## src/rtl/conv_window_sequencer_if.sv

```systemverilog
// Control/data bundle between the convolution window sequencer and the
// layer control, window buffer, MAC array and output buffer.
interface conv_window_sequencer_if #(
    parameter int CNT_W = 4
);
    logic               start;
    logic               abort;
    logic [CNT_W-1:0]   imgN;
    logic [CNT_W-1:0]   filtK;
    logic               macDone;
    logic               rdEn;
    logic [CNT_W-1:0]   rdRow;
    logic [CNT_W-1:0]   rdCol;
    logic               macStart;
    logic               wrEn;
    logic [2*CNT_W-1:0] wrAddr;
    logic               busy;
    logic               done;
    logic               err;

    modport master (
        input  start, abort, imgN, filtK, macDone,
        output rdEn, rdRow, rdCol, macStart, wrEn, wrAddr, busy, done, err
    );

    modport slave (
        output start, abort, imgN, filtK, macDone,
        input  rdEn, rdRow, rdCol, macStart, wrEn, wrAddr, busy, done, err
    );
endinterface

```

## src/rtl/conv_window_sequencer.sv

```systemverilog
// Sequences one stride-1 sliding-window convolution pass: window reads,
// MAC launch/wait and output write per output position, row-major.
module conv_window_sequencer #(
    parameter int CNT_W = 4
) (
    input  logic                   i_clk,
    input  logic                   i_rst_n,
    conv_window_sequencer_if.master io_seq
);
    localparam int               ADDR_W = 2 * CNT_W;
    localparam logic [CNT_W-1:0] ONE    = CNT_W'(1);

    typedef enum logic [2:0] {
        ST_IDLE,
        ST_LOAD,
        ST_COMPUTE,
        ST_WAIT,
        ST_WRITE,
        ST_FIN
    } seqState_t;

    seqState_t         r_state;
    seqState_t         w_state;
    logic [CNT_W-1:0]  r_filtK;
    logic [CNT_W-1:0]  w_filtK;
    logic [CNT_W-1:0]  r_posM;
    logic [CNT_W-1:0]  w_posM;
    logic [CNT_W-1:0]  r_outRow;
    logic [CNT_W-1:0]  w_outRow;
    logic [CNT_W-1:0]  r_outCol;
    logic [CNT_W-1:0]  w_outCol;
    logic [CNT_W-1:0]  r_kIdx;
    logic [CNT_W-1:0]  w_kIdx;
    logic              r_rdEn;
    logic              w_rdEn;
    logic [CNT_W-1:0]  r_rdRow;
    logic [CNT_W-1:0]  w_rdRow;
    logic [CNT_W-1:0]  r_rdCol;
    logic [CNT_W-1:0]  w_rdCol;
    logic              r_macStart;
    logic              w_macStart;
    logic              r_wrEn;
    logic              w_wrEn;
    logic [ADDR_W-1:0] r_wrAddr;
    logic [ADDR_W-1:0] w_wrAddr;
    logic              r_busy;
    logic              w_busy;
    logic              r_done;
    logic              w_done;
    logic              r_err;
    logic              w_err;

    logic              w_cfgBad;
    logic [CNT_W-1:0]  w_cfgM;
    logic              w_lastK;
    logic              w_lastCol;
    logic              w_lastRow;
    logic [ADDR_W-1:0] w_addrCalc;

    // M is derived once at START so the address math never sees later config changes.
    assign w_cfgBad   = (io_seq.filtK == '0) || (io_seq.imgN == '0) ||
                        (io_seq.filtK > io_seq.imgN);
    assign w_cfgM     = io_seq.imgN - io_seq.filtK + ONE;
    assign w_lastK    = (r_kIdx == r_filtK - ONE);
    assign w_lastCol  = (r_outCol == r_posM - ONE);
    assign w_lastRow  = (r_outRow == r_posM - ONE);
    assign w_addrCalc = ADDR_W'(r_outRow) * ADDR_W'(r_posM) + ADDR_W'(r_outCol);

    always_comb begin
        w_state    = r_state;
        w_filtK    = r_filtK;
        w_posM     = r_posM;
        w_outRow   = r_outRow;
        w_outCol   = r_outCol;
        w_kIdx     = r_kIdx;
        w_rdEn     = 1'b0;
        w_rdRow    = r_rdRow;
        w_rdCol    = r_rdCol;
        w_macStart = 1'b0;
        w_wrEn     = 1'b0;
        w_wrAddr   = r_wrAddr;
        w_done     = 1'b0;
        w_err      = r_err;

        // Outputs are computed for the state being entered, then registered.
        if ((r_state != ST_IDLE) && io_seq.abort) begin
            w_state = ST_IDLE;
        end else begin
            case (r_state)
                ST_IDLE: begin
                    if (io_seq.start) begin
                        w_filtK  = io_seq.filtK;
                        w_posM   = w_cfgM;
                        w_outRow = '0;
                        w_outCol = '0;
                        w_kIdx   = '0;
                        w_err    = w_cfgBad;
                        if (w_cfgBad) begin
                            w_state = ST_FIN;
                            w_done  = 1'b1;
                        end else begin
                            w_state = ST_LOAD;
                            w_rdEn  = 1'b1;
                            w_rdRow = '0;
                            w_rdCol = '0;
                        end
                    end
                end
                ST_LOAD: begin
                    if (w_lastK) begin
                        w_kIdx     = '0;
                        w_state    = ST_COMPUTE;
                        w_macStart = 1'b1;
                    end else begin
                        w_kIdx  = r_kIdx + ONE;
                        w_rdEn  = 1'b1;
                        w_rdRow = r_outRow + r_kIdx + ONE;
                    end
                end
                ST_COMPUTE: begin
                    w_state = ST_WAIT;
                end
                ST_WAIT: begin
                    if (io_seq.macDone) begin
                        w_state  = ST_WRITE;
                        w_wrEn   = 1'b1;
                        w_wrAddr = w_addrCalc;
                    end
                end
                ST_WRITE: begin
                    if (!w_lastCol) begin
                        w_outCol = r_outCol + ONE;
                        w_state  = ST_LOAD;
                        w_rdEn   = 1'b1;
                        w_rdRow  = r_outRow;
                        w_rdCol  = r_outCol + ONE;
                    end else begin
                        w_outCol = '0;
                        if (!w_lastRow) begin
                            w_outRow = r_outRow + ONE;
                            w_state  = ST_LOAD;
                            w_rdEn   = 1'b1;
                            w_rdRow  = r_outRow + ONE;
                            w_rdCol  = '0;
                        end else begin
                            w_state = ST_FIN;
                            w_done  = 1'b1;
                        end
                    end
                end
                ST_FIN: begin
                    w_state = ST_IDLE;
                end
                default: begin
                    w_state = ST_IDLE;
                end
            endcase
        end

        w_busy = (w_state != ST_IDLE);
    end

    always_ff @(posedge i_clk or negedge i_rst_n) begin
        if (!i_rst_n) begin
            r_state    <= ST_IDLE;
            r_filtK    <= '0;
            r_posM     <= '0;
            r_outRow   <= '0;
            r_outCol   <= '0;
            r_kIdx     <= '0;
            r_rdEn     <= 1'b0;
            r_rdRow    <= '0;
            r_rdCol    <= '0;
            r_macStart <= 1'b0;
            r_wrEn     <= 1'b0;
            r_wrAddr   <= '0;
            r_busy     <= 1'b0;
            r_done     <= 1'b0;
            r_err      <= 1'b0;
        end else begin
            r_state    <= w_state;
            r_filtK    <= w_filtK;
            r_posM     <= w_posM;
            r_outRow   <= w_outRow;
            r_outCol   <= w_outCol;
            r_kIdx     <= w_kIdx;
            r_rdEn     <= w_rdEn;
            r_rdRow    <= w_rdRow;
            r_rdCol    <= w_rdCol;
            r_macStart <= w_macStart;
            r_wrEn     <= w_wrEn;
            r_wrAddr   <= w_wrAddr;
            r_busy     <= w_busy;
            r_done     <= w_done;
            r_err      <= w_err;
        end
    end

    assign io_seq.rdEn     = r_rdEn;
    assign io_seq.rdRow    = r_rdRow;
    assign io_seq.rdCol    = r_rdCol;
    assign io_seq.macStart = r_macStart;
    assign io_seq.wrEn     = r_wrEn;
    assign io_seq.wrAddr   = r_wrAddr;
    assign io_seq.busy     = r_busy;
    assign io_seq.done     = r_done;
    assign io_seq.err      = r_err;
endmodule

```

## src/flat_wrapper.sv

```systemverilog
// flat-port wrapper written by rule: the top's interface ports become plain ports
module conv_window_sequencer_flat 
#(
    parameter int CNT_W = 4
)
  (i_clk, i_rst_n, io_seq_start, io_seq_abort, io_seq_imgN, io_seq_filtK, io_seq_macDone, io_seq_rdEn, io_seq_rdRow, io_seq_rdCol, io_seq_macStart, io_seq_wrEn, io_seq_wrAddr, io_seq_busy, io_seq_done, io_seq_err);
  conv_window_sequencer_if #(.CNT_W(CNT_W)) io_seq_i ();
  input  logic i_clk;
  input  logic i_rst_n;
  input wire logic [$bits(io_seq_i.start)-1:0] io_seq_start;
  input wire logic [$bits(io_seq_i.abort)-1:0] io_seq_abort;
  input wire logic [$bits(io_seq_i.imgN)-1:0] io_seq_imgN;
  input wire logic [$bits(io_seq_i.filtK)-1:0] io_seq_filtK;
  input wire logic [$bits(io_seq_i.macDone)-1:0] io_seq_macDone;
  output wire logic [$bits(io_seq_i.rdEn)-1:0] io_seq_rdEn;
  output wire logic [$bits(io_seq_i.rdRow)-1:0] io_seq_rdRow;
  output wire logic [$bits(io_seq_i.rdCol)-1:0] io_seq_rdCol;
  output wire logic [$bits(io_seq_i.macStart)-1:0] io_seq_macStart;
  output wire logic [$bits(io_seq_i.wrEn)-1:0] io_seq_wrEn;
  output wire logic [$bits(io_seq_i.wrAddr)-1:0] io_seq_wrAddr;
  output wire logic [$bits(io_seq_i.busy)-1:0] io_seq_busy;
  output wire logic [$bits(io_seq_i.done)-1:0] io_seq_done;
  output wire logic [$bits(io_seq_i.err)-1:0] io_seq_err;
  assign io_seq_i.start = io_seq_start;
  assign io_seq_i.abort = io_seq_abort;
  assign io_seq_i.imgN = io_seq_imgN;
  assign io_seq_i.filtK = io_seq_filtK;
  assign io_seq_i.macDone = io_seq_macDone;
  assign io_seq_rdEn = io_seq_i.rdEn;
  assign io_seq_rdRow = io_seq_i.rdRow;
  assign io_seq_rdCol = io_seq_i.rdCol;
  assign io_seq_macStart = io_seq_i.macStart;
  assign io_seq_wrEn = io_seq_i.wrEn;
  assign io_seq_wrAddr = io_seq_i.wrAddr;
  assign io_seq_busy = io_seq_i.busy;
  assign io_seq_done = io_seq_i.done;
  assign io_seq_err = io_seq_i.err;
  conv_window_sequencer #(.CNT_W(CNT_W)) u_core (.i_clk(i_clk), .i_rst_n(i_rst_n), .io_seq(io_seq_i));
endmodule
```

## config.mk

```make
export PLATFORM = sky130hd
export DESIGN_NAME = conv_window_sequencer_flat
export DESIGN_NICKNAME = d
export VERILOG_FILES = /design/src/rtl/conv_window_sequencer_if.sv /design/src/rtl/conv_window_sequencer.sv /design/src/flat_wrapper.sv
export SDC_FILE = /design/constraint.sdc
export NUM_CORES = 1
export LEC_CHECK = 0
export CAP_MARGIN = 15
export CORE_ASPECT_RATIO = 1.1
export CORE_MARGIN = 2
export CORE_UTILIZATION = 49
export DETAILED_ROUTE_END_ITERATION = 7
export HOLD_SLACK_MARGIN = 0.15
export MAX_ROUTING_LAYER = met4
export PLACE_DENSITY = 0.71
export SYNTH_ARGS = -nofsm -noshare
export SYNTH_HDL_FRONTEND = slang
export SYNTH_SLANG_ARGS = --single-unit
```

## constraint.sdc

```tcl
create_clock -name i_clk -period 10.8 [get_ports i_clk]
set_clock_uncertainty 0.05 [all_clocks]
set_input_delay 2.16 -clock i_clk [delete_from_list [all_inputs] [get_ports i_clk]]
set_output_delay 2.16 -clock i_clk [all_outputs]
set_load 0.01 [all_outputs]
```

==> flow_metrics.tcl <==
set metrics [dict create \
    outcome "finished clean" \
    ys.flop_type "dfrtp_1" \
    grt_pass1_wl_um 10600 \
    finalPower_mw 0.679 \
    antennaDiodeCount 0 \
    clk_pin_slew_ns 0.09 \
    synth-simple-area-share 0.160 \
    routed_wirelength_um 6270 \
    post-cts-setup-buffers 0 \
    synth_fp_nets 386 \
    synthTopCellsByArea "dfrtp_1, ha_1, fa_1" \
    antenna_found_initial 0 \
    synth_fa_ha_area_frac 0.186 \
    cts_tree "done" \
    worst_r2r_startpoint "u_core.r_posM[3]$_DFFE_PN0P_" \
    worstPathRequired_ns 10.94 \
    synth-edff-count 0 \
    reg2reg_to "u_core.io_seq.wrAddr[7]$_DFFE_PN0P_" \
    end_kind "register" \
    max_clock_freq_ghz 0.236 \
    first_pass_iters 4 \
    ioPinCount 35 \
    yosys_warnings 0 \
    fill_cells 558 \
    grt.total_usage 0.195 \
    crit_fanout 19 \
    dp_worst_setup_slack_ns 6.24 \
    worstPathArrival_ns 4.37 \
    hold_viol 0 \
    num_vias 2386 \
    drt-initial-drc-count 97 \
    worstSetupPathType "in2reg" \
    p_per_area_mw_per_mm2 182 \
    final_layout_size_suffix_gt1_frac 0.0795 \
    muxShareOfSynthArea 0.0352 \
    gp_congestion 0.847 \
    netlist_top_cells_count "dfrtp_1, nand2_1, inv_1" \
    postSynthCellCount 331 \
    core_sq_mm 0.00648 \
    synth_compound_area_frac 0.127 \
    hpwlAfterDp_um 4880 \
    cts_buffers 5 \
    slew_violations 0 \
    slew_headroom 0.342 \
    tns_ns 0 \
    setup_ws_ns 6.57 \
    grt_pass1_vias 2301 \
    cts-root-buf "clkbuf_8" \
    cts_max_path_buffers 2 \
    r2r_cells 12 \
    hold_depth 2 \
    hp-start "u_core.io_seq.wrAddr[2]$_DFFE_PN0P_" \
    ys_seq_elements 45 \
    drc 0 \
    grt_max_degree 46 \
    fin_hold_ws_ns 0.433 \
    wl_per_cell_um 14.0 \
    final_cells 447 \
    worst_pin_slew_ns 0.986 \
    synth_top_family_by_area "adder cells" \
    yosysMostFrequentCell "dfrtp_1" \
    post-synth-top-area-cell "dfrtp_1" \
    postCtsHoldBufs 0 \
    die-height_um 89.3 \
    synthToLayoutAreaGrowth_pct 15.5 \
    die_area_sq_mm 0.00728 \
    synth_top_area_share 0.348 \
    synthDistinctLibCells 54 \
    portBuffers 34 \
    drv_cap 0 \
    synth_area_sq_mm 0.00324 \
    start_util 0.500 \
    setup_viol 0 \
    placedCellCount 440 \
    viasPerCell 5.34 \
    worstSetupStartpointType "input port" \
    min_path_type "reg2reg" \
    finalCritPeriodShare 0.392 \
    avgSynthCellArea_sq_um 9.78 \
    synthArstFlopShare 1.00 \
    yosysSeqAreaShare 0.348 \
    synth_xor_area_frac 0.0904 \
    clock_latency_ns 0.29 \
    post_cts_resized 0 \
    rsz0062_at_grt "false" \
    rows 31 \
    holdPathEnd "u_core.io_seq.wrAddr[2]$_DFFE_PN0P_" \
    die_w_um 81.5 \
    fin_crit_ns 4.23 \
    clock-sinks 45 \
    drtAntennaViolNets 0 \
    p_leak_nw 1.83 \
    timing.reg2reg.setup_slack_ns 7.17 \
    vdd_ir_drop_max_mv 0.130 \
    nets 420 \
    overflow 0 \
    h-tree-depth 2 \
]
==> power breakdown <==
group | switching [mW] | leakage [nW] | internal (mW) | total (mW)
Combinational | 0.155 | 1.19 | 0.156 | 0.311
Sequential | 0.0505 | 0.597 | 0.209 | 0.259
Clock | 0.0578 | 0.0433 | 0.0507 | 0.109
Total | 0.263 | 1.83 | 0.416 | 0.679
==> cell type report <==
type                            count  area (sq um)  area share
Tap cell                           82           103      0.0274
Clock inverter                      1          7.51     0.00201
Inverter                           39           146      0.0392
Timing Repair Buffer               34           335      0.0897
Clock buffer                        6          82.6      0.0221
Multi-Input combinational cell    240          1940       0.518
Sequential cell                    45          1130       0.301
==> layout by cell type, fill, tap and decap left out, types with 2 or more instances in the layout <==
master           instances
or3_1                    2
xnor3_1                  3
ha_1                    33
dfrtp_1                 45
xnor2_1                 20
and2_2                   2
fa_1                     9
o21bai_1                 3
a22o_1                   3
a31oi_1                  2
o21ai_0                 18
mux2_2                   3
inv_1                   39
or3b_2                   2
a22oi_1                  2
a21boi_0                 2
nand3_1                  6
nor3_1                   4
nand4_1                  3
o22ai_1                  4
or2_2                    2
a21o_1                   8
mux2i_1                  2
xor2_1                   3
and2_1                   2
mux2_4                   4
nand2_4                  2
nand3b_1                 4
a21oi_1                 13
nor2_1                  15
clkbuf_8                 6
nand2_1                 40
clkdlybuf4s50_1         33
nor4_1                   4
==> how the worst max path moves through the flow <==
| stage | start | end | slack (ns) | cells past startpoint |
|---|---|---|---|---|
| 2_1_floorplan | io_seq_imgN[3] | u_core.io_seq.rdRow[0]$_DFFE_PN0P_ | 6.96 | 8 |
| 3_3_place_gp | io_seq_start | u_core.io_seq.rdRow[0]$_DFFE_PN0P_ | 6.29 | 6 |
| 3_5_place_dp | io_seq_start | u_core.io_seq.rdRow[1]$_DFFE_PN0P_ | 6.24 | 6 |
| 4_1_cts | io_seq_start | u_core.io_seq.rdRow[1]$_DFFE_PN0P_ | 6.55 | 6 |
| 5_1_grt | io_seq_start | u_core.io_seq.rdRow[1]$_DFFE_PN0P_ | 6.35 | 6 |
| 6_report | io_seq_start | u_core.io_seq.rdRow[1]$_DFFE_PN0P_ | 6.57 | 6 |
==> logic make-up (layout without fill, tap and decap cells) <==
logic type	Yosys count	in the layout
buffers and inverters	46	80
adders and majority gates	43	43
muxes	9	9
AOI/OAI and AO/OA	63	63
DFF	45	45
and+or+nand+nor	98	98
xor gates and xnor gates	27	27
==> worst max-delay path, cell delays in order <==
cell	delay [ns]
clkdlybuf4s50_1	0.50
nor3b_2	0.80
nand3_1	0.24
o31a_4	0.23
nand2_4	0.13
mux2_4	0.31
==> registers in the layout, summed over array words and instances (netlist names) <==
signal,flops
u_core.r_outRow,4
u_core.r_kIdx,4
u_core.r_posM,4
u_core.io_seq.busy,1
u_core.r_filtK,4
u_core.r_state,3
u_core.io_seq.rdRow,4
u_core.io_seq.macStart,1
u_core.r_outCol,4
u_core.io_seq.wrEn,1
u_core.io_seq.done,1
u_core.io_seq.err,1
u_core.io_seq.rdEn,1
u_core.io_seq.wrAddr,8
u_core.io_seq.rdCol,4
==> metal layers <==
metal	vias to the layer above	routed length, um	GRT usage
li1	1191	-	-
met3	10	183	0.0323
met2	50	3140	0.329
met4	0	90	0.0478
met1	1135	2860	0.245
met5	-	0	-
==> through the flow <==
stage / util / instance area [sq um]
final: 0.577 / 3740
after global routing: 0.577 / 3740
after CTS: 0.577 / 3740
after detailed placement: 0.563 / 3650
after global placement: 0.563 / 3650
after floorplan: - / 3240
No activity file was read; power rests on OpenSTA's default activity.
